==> src/rtl/mini_alu_pkg.sv <==
// Shared definitions for the mini ALU stack core: opcodes, instruction
// field positions and the video pixel type.
package mini_alu_pkg;

   // Opcodes (instruction bits [4+3*FIELD_W-1 -: 4])
   localparam logic [3:0] OP_NOP  = 4'h0;
   localparam logic [3:0] OP_ADD  = 4'h1;
   localparam logic [3:0] OP_SUB  = 4'h2;
   localparam logic [3:0] OP_STO  = 4'h3;
   localparam logic [3:0] OP_INC  = 4'h4;
   localparam logic [3:0] OP_MOV  = 4'h5;
   localparam logic [3:0] OP_SMUL = 4'h6;
   localparam logic [3:0] OP_BLE  = 4'h7;
   localparam logic [3:0] OP_BGE  = 4'h8;
   localparam logic [3:0] OP_JMP  = 4'h9;
   localparam logic [3:0] OP_CALL = 4'hA;
   localparam logic [3:0] OP_RET  = 4'hB;
   localparam logic [3:0] OP_VGA  = 4'hC;

   // Instruction layout: {op[3:0], dest, src1, src0}, each field fw bits wide
   function automatic int op_lsb(input int fw);   return 3 * fw; endfunction
   function automatic int dest_lsb(input int fw); return 2 * fw; endfunction
   function automatic int src1_lsb(input int fw); return fw;     endfunction
   function automatic int src0_lsb(input int fw); return 0;      endfunction

   // One bit each of {R,G,B}
   typedef logic [2:0] vga_rgb_t;

endpackage

==> src/rtl/return_stack.sv <==
// Return-address LIFO. Pushes onto a full stack and pops from an empty one
// are dropped and latch a sticky fault that only reset clears.
module return_stack #(
   parameter int DEPTH = 8,
   parameter int W     = 16
) (
   input  logic                   i_clk,
   input  logic                   i_rst,
   input  logic                   i_push,
   input  logic                   i_pop,
   input  logic [W-1:0]           i_data,
   output logic [W-1:0]           o_top,
   output logic [$clog2(DEPTH):0] o_depth,
   output logic                   o_full,
   output logic                   o_empty,
   output logic                   o_fault
);
   localparam int DW = $clog2(DEPTH) + 1;
   localparam int AW = (DEPTH > 1) ? $clog2(DEPTH) : 1;

   logic [W-1:0]  r_mem [DEPTH];
   logic [DW-1:0] r_depth;
   logic          r_fault;
   logic [AW-1:0] w_wr_idx;
   logic [AW-1:0] w_rd_idx;

   assign o_full   = (r_depth == DW'(DEPTH));
   assign o_empty  = (r_depth == '0);
   assign w_wr_idx = AW'(r_depth);
   assign w_rd_idx = AW'(r_depth - DW'(1));
   assign o_top    = r_mem[w_rd_idx];
   assign o_depth  = r_depth;
   assign o_fault  = r_fault;

   // Storage needs no reset: entries above the depth pointer are never read
   always_ff @(posedge i_clk) begin
      if (i_push && !o_full) r_mem[w_wr_idx] <= i_data;
   end

   // Occupancy and sticky fault; push wins if both are requested
   always_ff @(posedge i_clk or posedge i_rst) begin
      if (i_rst) begin
         r_depth <= '0;
         r_fault <= 1'b0;
      end else if (i_push) begin
         if (o_full) r_fault <= 1'b1;
         else        r_depth <= r_depth + DW'(1);
      end else if (i_pop) begin
         if (o_empty) r_fault <= 1'b1;
         else         r_depth <= r_depth - DW'(1);
      end
   end

endmodule

==> src/rtl/mini_alu_stack_core.sv <==
// Single-issue mini ALU core: fetch from external ROM, execute from a latched
// decode register, hardware return stack, VGA write port.
// Optional feature: define MINI_ALU_SMUL_EN to build the signed multiplier;
// without it SMUL decodes as NOP.
module mini_alu_stack_core
   import mini_alu_pkg::*;
#(
   parameter int DATA_W      = 16,
   parameter int IP_W        = 16,
   parameter int FIELD_W     = 8,
   parameter int REG_COUNT   = 16,
   parameter int STACK_DEPTH = 8,
   parameter int VGA_COL_W   = 7,
   parameter int VGA_ROW_W   = 6
) (
   input  logic                         Clock,
   input  logic                         Reset,
   output logic [IP_W-1:0]              oIP,
   input  logic [4+3*FIELD_W-1:0]       iInstruction,
   output logic                         oVGAWriteEnable,
   output logic [VGA_COL_W+VGA_ROW_W-1:0] oVGAWriteAddr,
   output vga_rgb_t                     oVGAWriteData,
   output logic [$clog2(STACK_DEPTH):0] oStackDepth,
   output logic                         oStackFault
);
   localparam int RA     = (REG_COUNT > 1) ? $clog2(REG_COUNT) : 1;
   localparam int OP_L   = op_lsb(FIELD_W);
   localparam int DEST_L = dest_lsb(FIELD_W);
   localparam int SRC1_L = src1_lsb(FIELD_W);
   localparam int SRC0_L = src0_lsb(FIELD_W);

   // Decode register and fetch pointer; r_ip always holds execute-IP + 1
   logic [3:0]         r_op;
   logic [FIELD_W-1:0] r_dest, r_src1, r_src0;
   logic [IP_W-1:0]    r_ip;
   logic [DATA_W-1:0]  r_regs [REG_COUNT];

   logic [DATA_W-1:0]  w_a, w_b, w_wdata;
   logic               w_we, w_push, w_pop, w_taken, w_full, w_empty;
   logic [IP_W-1:0]    w_target, w_top;

   assign w_a = r_regs[r_src1[RA-1:0]];
   assign w_b = r_regs[r_src0[RA-1:0]];

`ifdef MINI_ALU_SMUL_EN
   // Low half of a two's-complement product is the same signed or unsigned
   logic signed [DATA_W-1:0] w_prod;
   assign w_prod = $signed(w_a) * $signed(w_b);
`endif

   // Execute: ALU result, write enable, branch decision and stack requests
   always_comb begin
      w_we     = 1'b0;
      w_wdata  = '0;
      w_taken  = 1'b0;
      w_target = IP_W'(r_dest);
      w_push   = 1'b0;
      w_pop    = 1'b0;
      case (r_op)
         OP_ADD:  begin w_we = 1'b1; w_wdata = w_a + w_b; end
         OP_SUB:  begin w_we = 1'b1; w_wdata = w_a - w_b; end
         OP_STO:  begin w_we = 1'b1; w_wdata = DATA_W'({r_src1, r_src0}); end
         OP_INC:  begin w_we = 1'b1; w_wdata = w_a + DATA_W'(1); end
         OP_MOV:  begin w_we = 1'b1; w_wdata = w_a; end
`ifdef MINI_ALU_SMUL_EN
         OP_SMUL: begin w_we = 1'b1; w_wdata = w_prod; end
`endif
         OP_BLE:  w_taken = ($signed(w_a) <= $signed(w_b));
         OP_BGE:  w_taken = ($signed(w_a) >= $signed(w_b));
         OP_JMP:  w_taken = 1'b1;
         // A full stack turns CALL into a NOP (the stack records the fault)
         OP_CALL: begin w_push = 1'b1; w_taken = !w_full; end
         OP_RET:  begin w_pop = 1'b1; w_taken = !w_empty; w_target = w_top; end
         default: ;
      endcase
   end

   // Taken branches redirect the fetch address in the same cycle: no bubble
   assign oIP = w_taken ? w_target : r_ip;

   // Fetch/decode pipeline register
   always_ff @(posedge Clock or posedge Reset) begin
      if (Reset) begin
         r_ip   <= '0;
         r_op   <= OP_NOP;
         r_dest <= '0;
         r_src1 <= '0;
         r_src0 <= '0;
      end else begin
         r_ip   <= oIP + IP_W'(1);
         r_op   <= iInstruction[OP_L +: 4];
         r_dest <= iInstruction[DEST_L +: FIELD_W];
         r_src1 <= iInstruction[SRC1_L +: FIELD_W];
         r_src0 <= iInstruction[SRC0_L +: FIELD_W];
      end
   end

   // Register file write-back at the end of the execute cycle
   always_ff @(posedge Clock or posedge Reset) begin
      if (Reset) begin
         for (int i = 0; i < REG_COUNT; i++) r_regs[i] <= '0;
      end else if (w_we) begin
         r_regs[r_dest[RA-1:0]] <= w_wdata;
      end
   end

   // Video port is live only during a VGA execute cycle, zero otherwise
   assign oVGAWriteEnable = (r_op == OP_VGA);
   assign oVGAWriteAddr   = oVGAWriteEnable ? {w_a[VGA_COL_W-1:0], w_b[VGA_ROW_W-1:0]} : '0;
   assign oVGAWriteData   = oVGAWriteEnable ? vga_rgb_t'(r_dest[2:0]) : '0;

   return_stack #(.DEPTH(STACK_DEPTH), .W(IP_W)) u_stack (
      .i_clk   (Clock),
      .i_rst   (Reset),
      .i_push  (w_push),
      .i_pop   (w_pop),
      .i_data  (r_ip),
      .o_top   (w_top),
      .o_depth (oStackDepth),
      .o_full  (w_full),
      .o_empty (w_empty),
      .o_fault (oStackFault)
   );

endmodule

==> config.mk <==
export PLATFORM = sky130hd
export DESIGN_NAME = mini_alu_stack_core
export DESIGN_NICKNAME = d
export VERILOG_FILES = /design/src/rtl/mini_alu_pkg.sv /design/src/rtl/return_stack.sv /design/src/rtl/mini_alu_stack_core.sv
export SDC_FILE = /design/constraint.sdc
export NUM_CORES = 1
export LEC_CHECK = 0
export CAP_MARGIN = 20
export CORE_UTILIZATION = 45
export CTS_CLUSTER_DIAMETER = 200
export DETAILED_ROUTE_END_ITERATION = 6
export GPL_TIMING_DRIVEN = 0
export PLACE_DENSITY = 0.59
export SYNTH_ARGS = -nofsm -noshare
export SYNTH_HDL_FRONTEND = slang
export SYNTH_HIERARCHICAL = 1
export SYNTH_SLANG_ARGS = --single-unit
==> constraint.sdc <==
create_clock -name Clock -period 17.75 [get_ports Clock]
set_input_delay 1.775 -clock Clock [delete_from_list [all_inputs] [get_ports Clock]]
set_output_delay 1.775 -clock Clock [all_outputs]
set_load 0.005 [all_outputs]
Word-level counts from Yosys, hierarchy flattened
Memory sizes are Yosys's and may differ from the RTL's.
Index checks and enable logic that the tools add are counted.
W data, S select, Z words.

storage, ports and cells
  flip-flop bits (word level) = 305
  memory bits (writable) = 128
  input port bits = 30
  output and inout bits = 38
  memories kept = 1

memory list
  name           words  bits a word  read ports  clocked after Yosys merged registers in  wr ports  line                RTL
  u_stack.r_mem  8      16           1           0                                        1         return_stack.sv:21  logic [W-1:0] r_mem [DEPTH];

cells by class
  add/subtract/negate cells = 6
  order comparisons = 6
  eq/ne operators = 15
  mux-type cells = 28
  bitwise gates (word level) = 3
  reductions and logical operators = 10

operator list
  operator                 count
  $bwmux W256              1
  $bmux W16 S4             2
  $mux W16                 7
  $pmux W16 S5             1
  $demux W16 S4            1
  $add A16 B1 Y16 const B  2
  $eq A4 B4 Y1 const B     6
  $add A16 B16 Y16         1
  $ge A16 B16 Y1           1
  $le A16 B16 Y1           1
  $mux W4                  4
  $sub A16 B16 Y16         1
  $ge A5 B5 Y1 const B     3
  $not A4 Y5               3
  $mux W13                 1
  $eq A4 B3 Y1 const B     3
  $mux W1                  9
  $eq A4 B2 Y1 const B     2
  $reduce_and A3 Y1        2
  $lt A5 B1 Y1 const B     1
  $pmux W1 S5              1
  $reduce_or A5 Y1         1
  $add A4 B1 Y4 const B    1
  $eq A4 B1 Y1 const B     1
  other kinds (8)          12

Logic depth before layout (Yosys ltp)
Gate-level depths: netlist of the first run.

  word-level depth = 8
  gate-level depth with buffers = 25
  mapped depth without buffers = 20

By module
Netlist of the first run, hierarchy kept.

by module, submodules not included
  module               instances  cells an instance  area an instance (sq um)  seq. area each (sq um)
  mini_alu_stack_core  1          1558               17239.0                   7507.2
  return_stack         1          245                5382.7                    3968.8

Worst setup path before layout of the first run
OpenSTA, ideal clock, no wires.

  path type = register to output
  from = reg r_src0[0]
  to = out oIP[1]
  arrival time = 4333 ps
  required time = 15975 ps
  path slack = 11642 ps
  stages on the path, launching flop included = 16
  path buffers = 5
  cell sequence = dfrtp_1 -> buf_2 -> buf_1 -> mux4_2 -> mux4_2 -> inv_1 -> ha_1 -> buf_2 -> a21o_1 -> or3_1 -> o22a_1 -> o311ai_2 -> nand3_2 -> buf_4 -> buf_6 -> o21ai_0

between the ends
  word-level cells in the longest chain between the ends = 7
  elaborated cells between the ends (all ways) = 8

RTL lines
  what                                                     line                                                  RTL
  start, declared                                          mini_alu_stack_core.sv:34                             logic [FIELD_W-1:0] r_dest, r_src1, r_src0;
  start signal, assigned                                   mini_alu_stack_core.sv:94                             r_src0 <= iInstruction[SRC0_L +: FIELD_W];
  $not A4 Y5 (implied by the code) *                       mini_alu_stack_core.sv:43                             assign w_b = r_regs[r_src0[RA-1:0]];
  $bmux W16 S4 *                                           mini_alu_stack_core.sv:43
  $mux W16 (implied by the code) * (2 in series)           mini_alu_stack_core.sv:43
  $ge A16 B16 Y1 / $le A16 B16 Y1 (equally long branches)  mini_alu_stack_core.sv:69, mini_alu_stack_core.sv:68
  $pmux W1 S5 *                                            mini_alu_stack_core.sv:59                             case (r_op)
  $mux W16 *                                               mini_alu_stack_core.sv:79                             assign oIP = w_taken ? w_target : r_ip;
  end, declared                                            mini_alu_stack_core.sv:18                             output logic [IP_W-1:0] oIP,

Every way passes the cells marked *; elsewhere a longest branch is shown, timed or not. The select of a mux whose other input is x is not followed.

Worst setup path in the final report of the first run
  from = reg r_src0[1]
  to = out oIP[12]

Same word-level chain as after synthesis.

==> run summary, run 1 <==
Clock latency on the worst-skew pair: 0.60 ns
Post-CTS Setup Inserts: 0
Setup tns final: 0 ns
Layout area overhead: 15.3%
Cell Chain, Critical Path: clkbuf_1 -> clkbuf_1 -> mux4_2 -> mux4_2 -> inv_1 -> ha_1 -> buf_2 -> a21o_1 -> or3_1 -> o22a_1 -> o311ai_2 -> nand3_2 -> buf_2 -> o21ai_0 -> clkdlybuf4s50_1
Switching part of the total: 30.2%
Fin Hold WS: 0.496 ns
H-tree Lvls: 2
Worst relative slew slack: 21.5%
Distinct cell type count of the synthesized netlist: 77
Synth area leaders: dfrtp_1 34%, edfxtp_1 17%, mux4_2 16%
Slew Limit Fails: 0
Clk slew on worst S/H paths: 0.06 ns
Largest family of logic cells by synthesized area: multiplexers
Cell Area, Synth: 22,600 um2
Worst-path fanout max: 10
CTS Buf Count: 48
Max IR drop VDD: 83.9 uV
Dominant synthesized flop cell: dfrtp_1
Port bufs: 67
I/O pin total: 68
GPL Wtd Cong: 0.909
Via density: 6.05
Root Driver: clkbuf_16
Clock share of power: 34.8%
CP endpoint kind: primary output
Clock sink total: 433
P_sw: 919 uW
CP Data Arrival Time: 6.60 ns
Element type at the critical path start: register
Fmax: 119 MHz
Clock tree from TritonCTS: yes
Commonest non-fill, non-tap cell in the layout: nand2_1
Post-synthesis mux area share: 22.4%
Initial Util: 45.9%
Maxcap violations: 0
Post-synthesis average cell area: 12.5 um2
Seq pwr share: 39.3%
Largest net degree at the start of global routing: 97
Synthesized Nets: 1,869
Final worst path period share: 47.2%
Vias in the first global route: 15,900
Nets@finish: 2,002
GRT Resource Usage Total: 27.7%
Worst path required time: 15.97 ns
Crit-path slowest cell: clkbuf_1
Total Wirelength: 68,500 um
Layout filler cell count: 4,256
First-pass GRT wire length: 103,000 um
Minimum clock period: 8.37 ns
Worst Skew: 0.0137 ns
Yosys reg bits: 433
# resized after CTS: 0
Core area: 49,300 um2
Hold WC Path Type: register to register
FP Rows: 81
Die W: 226 um
Reg area: 11,500 um2
Pleak: 0.0104 uW
Die Area: 51,200 um2
DRT iter0 DRCs: 1,529
DR WL/cell: 25.9 um
Synthesized netlist cell count: 1,803
Compound-cell area share of the yosys netlist: 10.3%
Via count: 16,000
CP bufs+invs: 6
Final setup fails: 0
Worst-Margin Slew: 1.17 ns
Most frequent cells in the layout: 309 x nand2_1, 305 x dfrtp_1, 251 x o21ai_0, 165 x mux4_2, 128 x edfxtp_1
Synthesis Warnings: 6
Status: complete, no violations
XOR/XNOR Fraction of Synth Area: 1.63%
DRC Markers: 0
Synth area leader: dfrtp_1
Die height: 226 um
Iteration count of the initial detailed-routing pass: 6
Post-CTS Hold Fix Bufs: 0
FFs w/ async S/R, synth: 70.4%
Comb power frac: 25.9%
Congestion Overflow GR: 0
PD cells: 117 nW/um2
Internal power: 2120 uW
Sequential fraction of the synthesis area: 50.7%
Final Hold Fails: 0
Synth Area in Simple Gates: 8.99%
Post-route ant nets: 0
Post-Synth Adder-Cell Area: 2.06%
Multi-input logic area: 10,300 um2
Post-DP HPWL: 51,200 um
Initial antenna violation count: 4
Post-synth top area share: 33.7%
EDFF count, synth: 128
WS Path Type: register to primary output
Proportion of layout cells with a drive suffix above 1: 19.6%
Top Family by Delay on Critical Path: buffers and inverters
Max clock buf depth: 3
RSZ-0062 raised after global routing: no
Slowest cell delay on critical path: 0.72 ns
==> synth_stat cells, drive strengths merged (3+ instances only) <==
cell,number
or4,3
or2,3
clkbuf,90
a222oi,3
nor4,4
o21bai,5
a21o,5
a21oi,43
a221oi,3
o21a,3
and3,6
o221ai,4
mux2,40
o31ai,7
buf,45
edfxtp,128
xnor2,26
ha,34
or3,5
nor2,47
a21boi,3
nand3,21
nand4,11
and2,20
mux4,191
inv,46
nor3,16
nand2,310
o21ai,277
xor2,14
a22oi,8
a211oi,3
a31oi,6
nor2b,8
nand2b,7
o22ai,4
dfrtp,305
mux2i,16
nor3b,6
==> sequential cells by signal, summed over array words and instances (netlist names) <==
signal           cells
r_regs             256
u_stack/r_mem      128
r_ip                16
r_dest               8
r_src0               8
r_src1               8
r_op                 4
u_stack/o_depth      4
u_stack/o_fault      1
==> area by class of cell <==
type                       count  share of cell area [%]
multi-input combinational   1188                    39.5
antenna                        4                  0.0384
sequential                   433                    44.0
clock inverter                21                    1.12
clock buffer                  69                    5.33
timing repair buffer          83                    3.45
tap                          664                    3.19
buffer                       135                    2.68
inverter                      47                   0.705
==> kinds of logic (layout without fill, tap and decap cells) <==
group                    count (synthesis)  after routing
AO/OA/AOI/OAI                          394            394
XOR/XNOR                                40             40
adder cells (fa/ha/maj)                 36             36
buffers and inverters                  182            355
flip-flops                             433            433
multiplexers                           247            247
other                                    0              4
AND/OR/NAND/NOR                        471            471
==> per-stage QoR <==
stage	power (uW)	instance area [um2]	std cells	setup WS [ns]	util (%)
floorplan	1730	22600	1803	7.69	-
global placement	1980	24100	2534	3.50	49.0
detailed placement	2000	24400	2549	9.91	49.5
CTS	3060	26100	2639	9.26	52.9
global route	3160	26100	2644	8.99	53.0
finish	3040	26100	2644	9.38	53.0
==> tightest hold or removal path, delay by kind of cell, from the launching register on <==
| family | cells | cell delay (ns) |
|---|---|---|
| AO/OA/AOI/OAI | 1 | 0.06 |
| AND/OR/NAND/NOR | 1 | 0.05 |
| flip-flops | 1 | 0.35 |
==> path summary, 6_finish.rpt <==
kind	startpoint	endpoint	slack (ns)	cells after the start
worst max-delay path	r_src0[1]$_DFF_PP0_	oIP[12]	9.38	15
worst min-delay path	r_regs[114]$_DFFE_PP0P_	r_regs[114]$_DFFE_PP0P_	0.50	2
worst max register to register	r_src0[1]$_DFF_PP0_	r_ip[12]$_DFF_PP0_	10.91	22
worst min register to register	r_regs[114]$_DFFE_PP0P_	r_regs[114]$_DFFE_PP0P_	0.50	2
max in group asynchronous	Reset	r_regs[99]$_DFFE_PP0P_	14.92	4
min in group asynchronous	Reset	u_stack/o_depth[1]$_DFFE_PP0P_	1.54	2
==> power groups by stage <==
stage	clock (uW)	sequential, uW	combinational [uW]
finish	1060	1200	786
floorplan	0	1180	555
global route	1110	1210	843
detailed placement	0	1210	783
CTS	1080	1190	785
global placement	0	1210	769
==> layer usage <==
layer | GRT usage [%] | vias up | wire, um | part of all wire [%]
met3 | 4.71 | 122 | 4970 | 7.3
met2 | 45.6 | 670 | 33700 | 49
met1 | 37.2 | 8214 | 27900 | 41
li1 | - | 7000 | - | -
met5 | 0 | - | 0 | 0
met4 | 9.44 | 0 | 1860 | 2.7
(Power assumes the default switching activity.)
==> inputs of run 2 (changes only) <==
--- a/config.mk
+++ b/config.mk
@@ -10,7 +10,7 @@
 export CTS_CLUSTER_DIAMETER = 200
 export DETAILED_ROUTE_END_ITERATION = 6
 export GPL_TIMING_DRIVEN = 0
-export PLACE_DENSITY = 0.59
+export PLACE_DENSITY = 0.62
 export SYNTH_ARGS = -nofsm -noshare
 export SYNTH_HDL_FRONTEND = slang
 export SYNTH_HIERARCHICAL = 1
==> constraint.sdc (replaced) <==
create_clock -name Clock -period 7.33 [get_ports Clock]
set_input_delay 0.733 -clock Clock [delete_from_list [all_inputs] [get_ports Clock]]
set_output_delay 0.733 -clock Clock [all_outputs]
set_load 0.005 [all_outputs]
==> run summary, run 2 (synthesis gave the netlist of run 1 again) <==
Status: complete, but fails checks (was complete, no violations)
Failing checks: DRC
CP Data Arrival Time: 6.39 ns (was 6.60 ns)
DRC Markers: 9 (was 0)
Hold WC Path Type: input port to asynchronous set/reset pin (was register to register)
Most frequent cells in the layout: 309 x nand2_1, 305 x dfrtp_1, 251 x o21ai_0, 165 x mux4_2, 128 x edfxtp_1 (unchanged)
Reg2Reg Capture Point: r_ip[12]$_DFF_PP0_ (unchanged)
Commonest non-fill, non-tap cell in the layout: nand2_1 (unchanged)
Post-CTS Hold Fix Bufs: 0 (unchanged)
Fmax: 140 MHz
Antenna Cells: 0 (was 4)
Worst-Margin Slew: 1.05 ns (was 1.17 ns)
Congestion Overflow GR: 0 (unchanged)
Port bufs: 67 (unchanged)
Minimum clock period: 7.12 ns
Post-DP HPWL: 49,900 um (was 51,200 um)
Post-CTS Setup Inserts: 0 (unchanged)
Root Driver: clkbuf_16 (unchanged)
RR Startpoint: r_src0[1]$_DFF_PP0_ (unchanged)
Largest register by flop count: r_regs (unchanged)
Worst path required time: 6.60 ns (was 15.97 ns)
DRT iter0 DRCs: 1,745 (was 1,529)
Largest net degree at the start of global routing: 43 (was 97)
Seq pwr share: 39.0% (was 39.3%)
Worst-path fanout max: 10 (unchanged)
Die Area: 51,200 um2 (unchanged)
Crit-path slowest cell: buf_1 (was clkbuf_1)
Clock sink total: 433 (unchanged)
GPL Wtd Cong: 0.928 (was 0.909)
Top Family by Delay on Critical Path: buffers and inverters (unchanged)
Total Wirelength: 69,500 um (was 68,500 um)
Clock latency on the worst-skew pair: 0.60 ns (about the same)
Reg area: 11,500 um2 (unchanged)
CP most frequent cell: mux4_2
Switching part of the total: 29.9% (was 30.2%)
Clock tree from TritonCTS: yes (unchanged)
Slowest cell delay on critical path: 0.80 ns (was 0.72 ns)
Die height: 226 um (unchanged)
Setup tns final: 0 ns (unchanged)
Initial antenna violation count: 1 (was 4)
GRT Resource Usage Total: 28.1% (was 27.7%)
Iteration count of the initial detailed-routing pass: 7 (was 6)
Core area: 49,300 um2 (unchanged)
Multi-input logic area: 10,300 um2 (about the same)
FP Rows: 81 (unchanged)
Final Hold Fails: 0 (unchanged)
PD cells: 281 nW/um2 (was 117 nW/um2)
Core Util, Final: 53.3% (was 53.0%)
P_sw: 2210 uW (was 919 uW)
Proportion of layout cells with a drive suffix above 1: 20.4% (was 19.6%)
Clock share of power: 35.4% (was 34.8%)
Layout filler cell count: 4,210 (was 4,256)
CP endpoint kind: primary output (unchanged)
I/O pin total: 68 (unchanged)
DR WL/cell: 26.2 um (was 25.9 um)
Setup slack, reg-to-reg: 0.60 ns (was 10.91 ns)
Max clock buf depth: 3 (unchanged)
First-pass GRT wire length: 105,000 um (was 103,000 um)
Via count: 16,500 (was 16,000)
CTS Buf Count: 49 (was 48)
Post-route ant nets: 0 (unchanged)
Internal power: 5170 uW (was 2120 uW)
CP bufs+invs: 6 (unchanged)
Layout area overhead: 16.1% (was 15.3%)
Comb power frac: 25.6% (was 25.9%)
Max IR drop VDD: 197 uV (was 83.9 uV)
Cell Chain, Critical Path: clkbuf_1 -> buf_1 -> mux4_2 -> mux4_2 -> inv_1 -> ha_1 -> a21oi_1 -> nor2_1 -> o21ba_2 -> o311ai_2 -> nand3_2 -> buf_4 -> buf_6 -> o21ai_0 -> clkdlybuf4s50_1 (was clkbuf_1 -> clkbuf_1 -> mux4_2 -> mux4_2 -> inv_1 -> ha_1 -> buf_2 -> a21o_1 -> or3_1 -> o22a_1 -> o311ai_2 -> nand3_2 -> buf_2 -> o21ai_0 -> clkdlybuf4s50_1)
RSZ-0062 raised after global routing: no (unchanged)
Worst relative slew slack: 30.3% (was 21.5%)
Die W: 226 um (unchanged)
Final setup fails: 0 (unchanged)
Slew Limit Fails: 0 (unchanged)
Pleak: 0.0105 uW (was 0.0104 uW)
WS Path Type: register to primary output (unchanged)
Worst Skew: 0.0183 ns (was 0.0137 ns)
Nets@finish: 2,011 (was 2,002)
Largest registers: r_regs (256), u_stack/r_mem (128), r_ip (16) (unchanged)
Via density: 6.22 (was 6.05)
Power consumption: 7380 uW (was 3040 uW)
H-tree Lvls: 2 (unchanged)
Element type at the critical path start: register (unchanged)
Initial Util: 45.9% (unchanged)
Max reg flops: 256 (unchanged)
Clk slew on worst S/H paths: 0.06 ns (about the same)
Vias in the first global route: 16,400 (was 15,900)
R2r worst-path depth: 21 (was 22)
Maxcap violations: 0 (unchanged)
Final worst path period share: 97.2%
==> run 2: cell types whose count changed in the layout (fill, tap and decap cells not counted), moves of 3 or more <==
cell             previous run  this run
clkinvlp_4                  0         4
clkdlybuf4s15_1             0         3
buf_16                      3         0
clkbuf_2                   12        17
buf_1                      15        11
inv_6                       3         0
clkbuf_1                   89        85
diode_2                     4         0
buf_12                      4        12
==> run 2: worst max-delay path by stage <==
stage | cells after the start | to | from
2_1_floorplan | 22 | r_ip[12]$_DFF_PP0_ | r_src0[0]$_DFF_PP0_
3_3_place_gp | 2 | r_regs[137]$_DFFE_PP0P_ | Reset
3_5_place_dp | 22 | r_ip[12]$_DFF_PP0_ | r_src0[0]$_DFF_PP0_
4_1_cts | 15 | oIP[8] | r_src0[0]$_DFF_PP0_
5_1_grt | 14 | oIP[8] | r_src0[1]$_DFF_PP0_
6_report | 15 | oIP[1] | r_src0[1]$_DFF_PP0_
==> run 2: metrics by stage <==
step / cell area (um2) / cells / setup WS [ns] / hold slack, ns
3_3_place_gp: 24100 / 2534 / 0.317 / 0.471
4_1_cts: 26200 / 2645 / 0.00627 / 0.397
3_5_place_dp: 24500 / 2554 / 0.522 / 0.484
6_report: 26300 / 2649 / 0.206 / 0.411
5_1_grt: 26300 / 2649 / 0.0147 / 0.415
2_1_floorplan: 22600 / 1803 / 1.76 / 0.458
==> run 2: what timing repair did <==
item                                    CTS  global route
resized for setup                         0            19
endpoints found under the setup margin    0            14
hold endpoints to repair                  0             0
==> run 2: power by group through the flow <==
stage                     Combinational [uW]  Clock (uW)  Sequential (uW)
after floorplan                         1340           0             2860
after global placement                  1820           0             2910
after detailed placement                1870           0             2920
after CTS                               1880        2640             2870
after global routing                    2020        2740             2900
final                                   1890        2610             2880
==> run 2: final cells by class <==
type	count	area share, %
Inverter	47	0.686
Buffer	135	2.76
Sequential cell	433	43.7
Timing Repair Buffer	91	3.91
Tap cell	664	3.16
Clock inverter	19	1.11
Clock buffer	72	5.45
Multi-Input combinational cell	1188	39.2
==> run 2: metal layers <==
| layer | GRT usage, % | wire (um) | vias up |
|---|---|---|---|
| met4 | 9.35 | 2140 | 0 |
| li1 | - | - | 7001 |
| met2 | 43.8 | 32400 | 858 |
| met3 | 8.01 | 7010 | 159 |
| met1 | 37.7 | 27900 | 8450 |
| met5 | 0 | 0 | - |
==> inputs of run 3 (changes only) <==
--- a/config.mk
+++ b/config.mk
@@ -15,3 +15,4 @@
 export SYNTH_HDL_FRONTEND = slang
 export SYNTH_HIERARCHICAL = 1
 export SYNTH_SLANG_ARGS = --single-unit
+export TNS_END_PERCENT = 20
==> results of run 3 <==
The final DEF is identical to that of run 2; final timing and power are the same.
